[src/rtl/pipeline_ctrl_pkg.sv]
// Shared definitions for the pipeline hazard/flush controller:
// FSM state codes, operand-forward select codes and the default flush length.
`ifndef PIPELINE_CTRL_PKG_SV
`define PIPELINE_CTRL_PKG_SV

package pipeline_ctrl_pkg;

    typedef enum logic [1:0] {
        ST_RUN    = 2'd0,
        ST_HSTALL = 2'd1,
        ST_FLUSH  = 2'd2,
        ST_MWAIT  = 2'd3
    } state_e;

    localparam logic [1:0] FWD_RF  = 2'd0;
    localparam logic [1:0] FWD_MEM = 2'd1;
    localparam logic [1:0] FWD_WB  = 2'd2;

    localparam int FLUSH_CYCLES_DEFAULT = 2;

    // The memory stage holds the younger result, so it wins over writeback.
    function automatic logic [1:0] fwd_select(input logic mem_hit, input logic wb_hit);
        logic [1:0] sel;
        if (mem_hit) begin
            sel = FWD_MEM;
        end else if (wb_hit) begin
            sel = FWD_WB;
        end else begin
            sel = FWD_RF;
        end
        return sel;
    endfunction

endpackage

`endif

[src/rtl/pipeline_ctrl_hazard_detect.sv]
// Combinational source/destination comparison for the pipeline controller.
// Optional feature macro: PIPELINE_CTRL_FORWARD_EN (forwarding paths present,
// only load-use in execute is a hazard). Default build: every in-flight
// writer matching a source register is a hazard and forwarding is off.
module hazard_detect
    import pipeline_ctrl_pkg::*;
#(
    parameter int AWIDTH = 5
) (
    input  logic [AWIDTH-1:0] rs1_addr,
    input  logic [AWIDTH-1:0] rs2_addr,
    input  logic [AWIDTH-1:0] ex_rd_addr,
    input  logic              ex_rd_we,
    input  logic              ex_is_load,
    input  logic [AWIDTH-1:0] mem_rd_addr,
    input  logic              mem_rd_we,
    input  logic [AWIDTH-1:0] wb_rd_addr,
    input  logic              wb_rd_we,
    output logic              hazard,
    output logic [1:0]        fwd_a,
    output logic [1:0]        fwd_b
);

    // Register 0 is hard-wired, so a write to it never creates a dependency.
    function automatic logic addr_match(input logic [AWIDTH-1:0] src,
                                        input logic [AWIDTH-1:0] dst,
                                        input logic              we);
        return we && (dst != {AWIDTH{1'b0}}) && (src == dst);
    endfunction

    logic ex_a_s, ex_b_s, mem_a_s, mem_b_s, wb_a_s, wb_b_s;

    // Per-stage, per-operand match flags.
    always_comb begin
        ex_a_s  = addr_match(rs1_addr, ex_rd_addr,  ex_rd_we);
        ex_b_s  = addr_match(rs2_addr, ex_rd_addr,  ex_rd_we);
        mem_a_s = addr_match(rs1_addr, mem_rd_addr, mem_rd_we);
        mem_b_s = addr_match(rs2_addr, mem_rd_addr, mem_rd_we);
        wb_a_s  = addr_match(rs1_addr, wb_rd_addr,  wb_rd_we);
        wb_b_s  = addr_match(rs2_addr, wb_rd_addr,  wb_rd_we);
    end

`ifdef PIPELINE_CTRL_FORWARD_EN
    // Only a load in execute cannot be bypassed; everything else is forwarded.
    always_comb begin
        hazard = ex_is_load && (ex_a_s || ex_b_s);
        fwd_a  = fwd_select(mem_a_s, wb_a_s);
        fwd_b  = fwd_select(mem_b_s, wb_b_s);
    end
`else
    logic unused_is_load_s;
    assign unused_is_load_s = ex_is_load;

    // Without bypass paths any pending writer of a source register must stall decode.
    always_comb begin
        hazard = ex_a_s || ex_b_s || mem_a_s || mem_b_s || wb_a_s || wb_b_s;
        fwd_a  = FWD_RF;
        fwd_b  = FWD_RF;
    end
`endif

endmodule

[src/rtl/pipeline_ctrl.sv]
// Pipeline stall/flush/forward controller (RUN / HSTALL / FLUSH / MWAIT FSM).
// Optional feature macro: PIPELINE_CTRL_FORWARD_EN (see hazard_detect).
// Outputs are combinational from the current state and inputs.
module pipeline_ctrl
    import pipeline_ctrl_pkg::*;
#(
    parameter int AWIDTH       = 5,
    parameter int FLUSH_CYCLES = FLUSH_CYCLES_DEFAULT
) (
    input  logic              pc_clk,
    input  logic              pc_rst,
    input  logic              pc_i_ce,
    input  logic [AWIDTH-1:0] pc_i_rs1_addr,
    input  logic [AWIDTH-1:0] pc_i_rs2_addr,
    input  logic [AWIDTH-1:0] pc_i_ex_rd_addr,
    input  logic              pc_i_ex_rd_we,
    input  logic              pc_i_ex_is_load,
    input  logic [AWIDTH-1:0] pc_i_mem_rd_addr,
    input  logic              pc_i_mem_rd_we,
    input  logic [AWIDTH-1:0] pc_i_wb_rd_addr,
    input  logic              pc_i_wb_rd_we,
    input  logic              pc_i_change_pc,
    input  logic              pc_i_mem_busy,
    output logic              pc_o_stall_fd,
    output logic              pc_o_stall_all,
    output logic              pc_o_flush_fd,
    output logic              pc_o_flush_ex,
    output logic [1:0]        pc_o_fwd_a,
    output logic [1:0]        pc_o_fwd_b,
    output logic [1:0]        pc_o_state
);

    // The change_pc cycle itself flushes, so the FLUSH state covers the rest.
    // After a memory wait the redirect cycle is long gone: flush in full.
    localparam logic [2:0] FLUSH_LOAD = 3'(FLUSH_CYCLES - 1);
    localparam logic [2:0] FLUSH_FULL = 3'(FLUSH_CYCLES);

    state_e     state_q, state_d;
    logic [2:0] cnt_q, cnt_d;
    logic       pend_q, pend_d;

    logic       hazard_s;
    logic [1:0] fwd_a_s, fwd_b_s;

    hazard_detect #(.AWIDTH(AWIDTH)) u_hazard (
        .rs1_addr    (pc_i_rs1_addr),
        .rs2_addr    (pc_i_rs2_addr),
        .ex_rd_addr  (pc_i_ex_rd_addr),
        .ex_rd_we    (pc_i_ex_rd_we),
        .ex_is_load  (pc_i_ex_is_load),
        .mem_rd_addr (pc_i_mem_rd_addr),
        .mem_rd_we   (pc_i_mem_rd_we),
        .wb_rd_addr  (pc_i_wb_rd_addr),
        .wb_rd_we    (pc_i_wb_rd_we),
        .hazard      (hazard_s),
        .fwd_a       (fwd_a_s),
        .fwd_b       (fwd_b_s)
    );

    // State, flush counter and pending-redirect flag registers.
    always_ff @(posedge pc_clk) begin
        if (pc_rst) begin
            state_q <= ST_RUN;
            cnt_q   <= 3'd0;
            pend_q  <= 1'b0;
        end else begin
            state_q <= state_d;
            cnt_q   <= cnt_d;
            pend_q  <= pend_d;
        end
    end

    // Next-state and output decode; priority is mem_busy > change_pc > hazard.
    always_comb begin
        state_d        = state_q;
        cnt_d          = cnt_q;
        pend_d         = pend_q;
        pc_o_stall_fd  = 1'b0;
        pc_o_stall_all = 1'b0;
        pc_o_flush_fd  = 1'b0;
        pc_o_flush_ex  = 1'b0;
        pc_o_fwd_a     = FWD_RF;
        pc_o_fwd_b     = FWD_RF;
        pc_o_state     = state_q;

        if (pc_rst) begin
            pc_o_flush_fd = 1'b1;
            pc_o_flush_ex = 1'b1;
            pc_o_state    = ST_RUN;
        end else if (!pc_i_ce) begin
            pc_o_stall_all = 1'b1;
        end else begin
            pc_o_fwd_a = fwd_a_s;
            pc_o_fwd_b = fwd_b_s;
            case (state_q)
                ST_RUN, ST_HSTALL: begin
                    if (pc_i_mem_busy) begin
                        // Remember a redirect that collides with the memory wait.
                        state_d = ST_MWAIT;
                        pend_d  = pc_i_change_pc;
                    end else if (pc_i_change_pc) begin
                        pc_o_flush_fd = 1'b1;
                        pc_o_flush_ex = 1'b1;
                        cnt_d         = FLUSH_LOAD;
                        state_d       = (FLUSH_LOAD == 3'd0) ? ST_RUN : ST_FLUSH;
                    end else if (hazard_s) begin
                        pc_o_stall_fd = 1'b1;
                        pc_o_flush_ex = 1'b1;
                        state_d       = ST_HSTALL;
                    end else begin
                        state_d = ST_RUN;
                    end
                end
                ST_FLUSH: begin
                    pc_o_flush_fd = 1'b1;
                    pc_o_flush_ex = 1'b1;
                    if (pc_i_mem_busy) begin
                        state_d = ST_MWAIT;
                        pend_d  = 1'b1;
                    end else if (pc_i_change_pc) begin
                        cnt_d   = FLUSH_LOAD;
                        state_d = (FLUSH_LOAD == 3'd0) ? ST_RUN : ST_FLUSH;
                    end else if (cnt_q <= 3'd1) begin
                        cnt_d   = 3'd0;
                        state_d = ST_RUN;
                    end else begin
                        cnt_d = cnt_q - 3'd1;
                    end
                end
                ST_MWAIT: begin
                    pc_o_stall_all = 1'b1;
                    if (pc_i_mem_busy) begin
                        pend_d = pend_q | pc_i_change_pc;
                    end else if (pend_q || pc_i_change_pc) begin
                        pend_d  = 1'b0;
                        cnt_d   = FLUSH_FULL;
                        state_d = ST_FLUSH;
                    end else begin
                        pend_d  = 1'b0;
                        state_d = ST_RUN;
                    end
                end
                default: begin
                    state_d = ST_RUN;
                    cnt_d   = 3'd0;
                    pend_d  = 1'b0;
                end
            endcase
        end
    end

endmodule

[config.mk]
export PLATFORM = sky130hd
export DESIGN_NAME = pipeline_ctrl
export DESIGN_NICKNAME = d
export VERILOG_FILES = /design/src/rtl/pipeline_ctrl_pkg.sv /design/src/rtl/pipeline_ctrl_hazard_detect.sv /design/src/rtl/pipeline_ctrl.sv
export SDC_FILE = /design/constraint.sdc
export NUM_CORES = 1
export LEC_CHECK = 0
export ABC_AREA = 1
export BUFFER_PORTS_ARGS = -buffer_cell sky130_fd_sc_hd__buf_2
export CAP_MARGIN = 20
export CORE_MARGIN = 1.5
export CORE_UTILIZATION = 40
export DETAILED_ROUTE_END_ITERATION = 8
export HOLD_SLACK_MARGIN = 0.05
export PLACE_DENSITY = 0.71
export SYNTH_ARGS = -nofsm -noshare
export SYNTH_HDL_FRONTEND = slang
export SYNTH_SLANG_ARGS = --single-unit
[constraint.sdc]
create_clock -name pc_clk -period 2.4 [get_ports pc_clk]
set_input_delay 0.48 -clock pc_clk [delete_from_list [all_inputs] [get_ports pc_clk]]
set_output_delay 0.48 -clock pc_clk [all_outputs]
set_load 0.1 [all_outputs]
# ---- Word level (Yosys, flattened, before mapping)
# Index checks and enable logic that the tools add are counted.
# W data, S select, Z words.
dict set report totals {
  reg_bits 6
  input_bits 34
  elab_cells 87
}
dict set report classes {
  addsub 1
  order_cmp 1
  n_eq_ne 17
  mux 41
  bitwise 1
  n_reduce_logical 23
}
# op count
set op_table {}
lappend op_table {{$eq A5 B5 Y1} 6}
lappend op_table {{$mux W1} 21}
lappend op_table {{$mux W3} 7}
lappend op_table {{$mux W2} 8}
lappend op_table {{$reduce_bool A5 Y1} 3}
lappend op_table {{$ne A2 B2 Y1 const B} 7}
lappend op_table {{$logic_and A1 B1 Y1} 9}
lappend op_table {{$pmux W3 S3} 1}
lappend op_table {{$logic_or A1 B1 Y1} 6}
lappend op_table {{$pmux W2 S3} 1}
lappend op_table {{$reduce_and A3 Y1} 2}
lappend op_table {{$reduce_and A6 Y1} 1}
lappend op_table {{$eq A2 B2 Y1 const B} 2}
lappend op_table {{$ne A4 B4 Y1 const B} 1}
lappend op_table {{$pmux W1 S2} 2}
lappend op_table {{$le A3 B1 Y1 const B} 1}
lappend op_table {{$pmux W1 S3} 1}
lappend op_table {{$sub A3 B1 Y3 const B} 1}
lappend op_table {{$eq A2 B1 Y1 const B} 1}
lappend op_table {{$logic_not A2 Y1} 1}
lappend op_table {{$reduce_or A2 Y1} 1}
lappend op_table {{$or A1 B1 Y1} 1}

# ---- Logic depth before layout (Yosys ltp)
dict set report logic_depth {
  word_depth 14
  mapped_depth 11
}

# ---- Modules after synthesis
# Synthesis repeated with hierarchy kept, for this count alone.
dict set report unflattened {
  cells_unflattened 239
  hier_area_um2 1151.1
}
# module instances cells_per_inst area_each_um2 seq_area_each_um2
set modules_own_cells {}
lappend modules_own_cells {hazard_detect 1 137 590.6 0.0}
lappend modules_own_cells {pipeline_ctrl 1 102 560.5 120.1}

# ---- Least setup slack after synthesis
# No wires, ideal clock.
dict set report synth_timing {
  kind {input -> output}
  startpoint {input pc_i_rs1_addr[1]}
  endpoint {output pc_o_stall_fd}
  arrival_ps 2271
  t_required_ps 1920
  setup_slack_ps -351
  cell_stages 9
  n_path_buf 0
  path_cell_list {inv_1 -> nand2_1 -> a21oi_1 -> nand3_1 -> nand2_1 -> nand2_1 -> nand3_1 -> nand2_1 -> nor2_1}
}
dict set report synth_via {
  elab_chain_len 13
}
# item line
set synth_lines {}
lappend synth_lines {{start: declaration} pipeline_ctrl.sv:13} ;# input logic [AWIDTH-1:0] pc_i_rs1_addr,
lappend synth_lines {{$eq A5 B5 Y1} pipeline_ctrl_hazard_detect.sv:28} ;# return we && (dst != {AWIDTH{1'b0}}) && (src == dst);
lappend synth_lines {{$logic_and A1 B1 Y1} pipeline_ctrl_hazard_detect.sv:28}
lappend synth_lines {{$logic_or A1 B1 Y1 (3 in series)} pipeline_ctrl_hazard_detect.sv:56} ;# hazard = ex_a_s || ex_b_s || mem_a_s || mem_b_s || wb_a_s || wb_b_s;
lappend synth_lines {{$logic_or A1 B1 Y1 (*) (2 in series)} pipeline_ctrl_hazard_detect.sv:56}
lappend synth_lines {{$mux W1 (*)} pipeline_ctrl.sv:106} ;# end else if (hazard_s) begin
lappend synth_lines {{$mux W1 (*)} pipeline_ctrl.sv:101} ;# end else if (pc_i_change_pc) begin
lappend synth_lines {{$mux W1 (*)} pipeline_ctrl.sv:97} ;# if (pc_i_mem_busy) begin
lappend synth_lines {{$mux W1 (*)} pipeline_ctrl.sv:95} ;# case (state_q)
lappend synth_lines {{$mux W1 (*)} pipeline_ctrl.sv:90} ;# end else if (!pc_i_ce) begin
lappend synth_lines {{$mux W1 (*)} pipeline_ctrl.sv:86} ;# if (pc_rst) begin
lappend synth_lines {{end: declaration} pipeline_ctrl.sv:24} ;# output logic pc_o_stall_fd,
# Mark *: on every way between the ends. The rest lies on a longest branch, timed or not.

# ---- Final worst setup path
dict set report layout_timing {
  startpoint {input pc_i_rs1_addr[0]}
  endpoint {output pc_o_stall_fd}
}
# Same word-level chain as after synthesis.

==> summary.md <==
| Metric | Value |
|---|---|
| Status | `finished clean` |
| Hold-fix buffers, CTS | `0` |
| First-pass GRT wire length | `3.99 mm` |
| Initial DRT Pass Iterations | `4` |
| Switching power share of the total | `0.481` |
| DRT Wirelength | `2.41 mm` |
| Cell variety after synth | `26` |
| Layout area overhead | `25.3%` |
| Area contributors post-synth | `nand2_1 (32%), inv_1 (13%), dfxtp_1 (11%), nor2_1 (7.1%), xnor2_1 (5.0%)` |
| Clk buf depth | `2` |
| Top Family by Delay on Critical Path | `simple AND/OR/NAND/NOR gates` |
| ANT cells | `0` |
| Clock Power Share | `0.196` |
| Post-CTS sizing | `0` |
| Number of synthesized flops with an enable pin | `0` |
| Nets | `288` |
| HP Class | `reg2reg` |
| Number of buffers added on ports | `38` |
| Synth area leader | `nand2_1` |
| H-Tree Depth | `1` |
| DRC violations left | `0` |
| Fin crit period | `2100 ps` |
| MaxCap Viol Count | `0` |
| CTS Buf Count | `3` |
| Final hold slack | `464 ps` |
| Final worst-path cycle share | `0.876` |
| Wire per inst | `8.61 um` |
| Crit path kind | `in2out` |
| NetSw | `229 uW` |
| Yosys synthesis warning count | `0` |
| Flop pwr share | `0.239` |
| Via density | `4.55` |
| Pin count of the biggest net entering global routing | `8` |
| CP most frequent cell | `nand2_1` |
| Post-DP HPWL | `2.12 mm` |
| Crit path buffers/inverters | `3` |
| Num ports | `44` |
| Worst EP required | `1920 ps` |
| Gr ovfl total | `0` |
| Max incr delay on CP | `190 ps` |
| Num rows | `18` |
| Slowest cell on the critical path | `buf_12` |
| RSZ-0062 raised after global routing | `false` |
| Final setup violating endpoints | `0` |
| Setup Fix Bufs, Post-CTS | `0` |
| Max Clock Freq | `475 MHz` |
| Slew Viols, Final | `0` |
| Asr flop ratio synth | `0` |
| Final GP Congestion | `0.834` |
| Logic pwr share | `0.565` |
| Area of the die | `2960 um^2` |
| Cell Int Power | `247 uW` |
| Max rail drop VDD | `0.235 mV` |
| Initial antenna violation count | `0` |
| Total Neg Setup Slack | `0 ps` |
| Register area share after synthesis | `0.113` |
| Detail Route Antenna Nets | `0` |
| #FFs+latches synth | `6` |
| Iteration-0 DRC Markers | `17` |
| Hold Vio Cnt, Final | `0` |
| Mapped Avg Cell Area | `5.04 um^2` |
| Synth top area share | `0.323` |
| Cell chain of the critical path | `buf_2 -> inv_1 -> nand2_1 -> nand2_1 -> nor2_1 -> nand3_1 -> nand2_1 -> nand2_1 -> nand3_1 -> nand2_1 -> nor2_2 -> buf_12` |
| Main synth FF type | `dfxtp_1` |
| Die H | `54.4 um` |
| Initial Util | `0.423` |
| Vias | `1274` |
| CTS tree | `done` |
| Pleak | `0.828 nW` |
| Gate Count Post-Synth | `210` |
| Most common cell in the synthesized netlist | `nand2_1` |
| CP endpoint kind | `output pin` |
| CTS root buf | `clkbuf_4` |
| GRT Total Usage | `0.178` |
| Critical path startpoint category | `input port` |
| Vias in the first global route | `1120` |
| Arr. time, crit path | `1620 ps` |
| Layout cells sized above 1 | `0.220` |
| Clock slew at reported path FFs | `40 ps` |
| Mapped cell area | `1060 um^2` |
| Clock Sink Count | `6` |
| Clock latency on the worst-skew pair | `250 ps` |
| Die Span X | `54.4 um` |
| Core area | `2500 um^2` |
| Worst clock skew | `6.83 ps` |
| PwrDens | `359 nW/um^2` |
| Commonest cells post-synth | `nand2_1 (91), inv_1 (37), nor2_1 (20)` |
| Crit-path max FO | `4` |
power groups by stage:
stage                     clock (mW)  sequential (mW)  combinational (mW)
final                         0.0934            0.114               0.269
after global routing           0.100            0.115               0.300
after CTS                     0.0967            0.114               0.270
after detailed placement           0            0.115               0.270
after global placement             0            0.116               0.269
after floorplan                    0            0.115               0.198
worst reg2reg max path: cells and delay by family (launching register included):
| family | cells | cell delay (ps) |
|---|---|---|
| AND/OR/NAND/NOR | 4 | 390 |
| flip-flops | 1 | 320 |
| adder cells (fa/ha/maj) | 1 | 170 |
| AO/OA/AOI/OAI | 3 | 420 |
| buffers and inverters | 1 | 70 |
cell usage in the layout (no fill, tap or decap):
cell,instances
a31oi_1,2
ha_1,2
xor2_2,1
a21oi_1,5
nand2_4,1
nand3_4,1
buf_2,36
o21ai_0,9
nand2_1,91
or2_2,1
nand4_1,3
conb_1,4
clkbuf_4,3
nor2_1,19
a21oi_2,1
xnor2_1,6
o211ai_1,1
o21ai_1,1
nand3_1,8
inv_1,37
nor2_4,1
inv_2,3
or3_4,1
nor2_2,2
nand2_2,1
dfxtp_1,6
xor2_1,1
buf_12,2
inv_4,1
per-layer routing:
metal	global-route usage	wire [um]
met5	0	0
met4	0.0250	0
met3	0.0246	96
met2	0.357	1210
met1	0.197	1110
layout make-up:
class	instances	area (um^2)
fillers	293	1170
multi-input cells	162	769
repair buffers	38	220
inverters	41	156
flip-flops and latches	6	120
well taps	30	37.5
clock buffers	3	22.5
worst paths after layout:
path	slack, ps	end	cells past startpoint	startpoint
min	460	pend_q$_SDFFE_PP0P_	2	pend_q$_SDFFE_PP0P_
max reg2reg	950	cnt_q[1]$_SDFFE_PP0P_	9	cnt_q[1]$_SDFFE_PP0P_
max	300	pc_o_stall_fd	12	pc_i_rs1_addr[0]
min reg2reg	460	pend_q$_SDFFE_PP0P_	2	pend_q$_SDFFE_PP0P_
stage by stage:
stage / total power, mW / std cells / util / area [um^2] / setup slack (ps)
2_1_floorplan: 0.312 / 213 / - / 1080 / 108
3_3_place_gp: 0.384 / 277 / 0.522 / 1300 / 303
3_5_place_dp: 0.385 / 277 / 0.522 / 1300 / 296
4_1_cts: 0.481 / 280 / 0.531 / 1330 / 295
5_1_grt: 0.514 / 280 / 0.531 / 1330 / 143
6_report: 0.477 / 280 / 0.531 / 1330 / 297
flip-flops by register name, summed over array words and instances (netlist names):
register	count
state_q	2
cnt_q	3
pend_q	1
logic make-up (layout without fill, tap and decap cells):
kind of cell	after synthesis	after routing	synth area share
other	1	4	0.00354
adders and majority gates	2	2	0.0236
AOI/OAI and AO/OA	19	19	0.0946
and+or+nand+nor	129	129	0.515
DFF	6	6	0.113
buffers and inverters	45	82	0.176
xor gates and xnor gates	8	8	0.0733
Note: power is estimated with default switching activity, not from simulation.
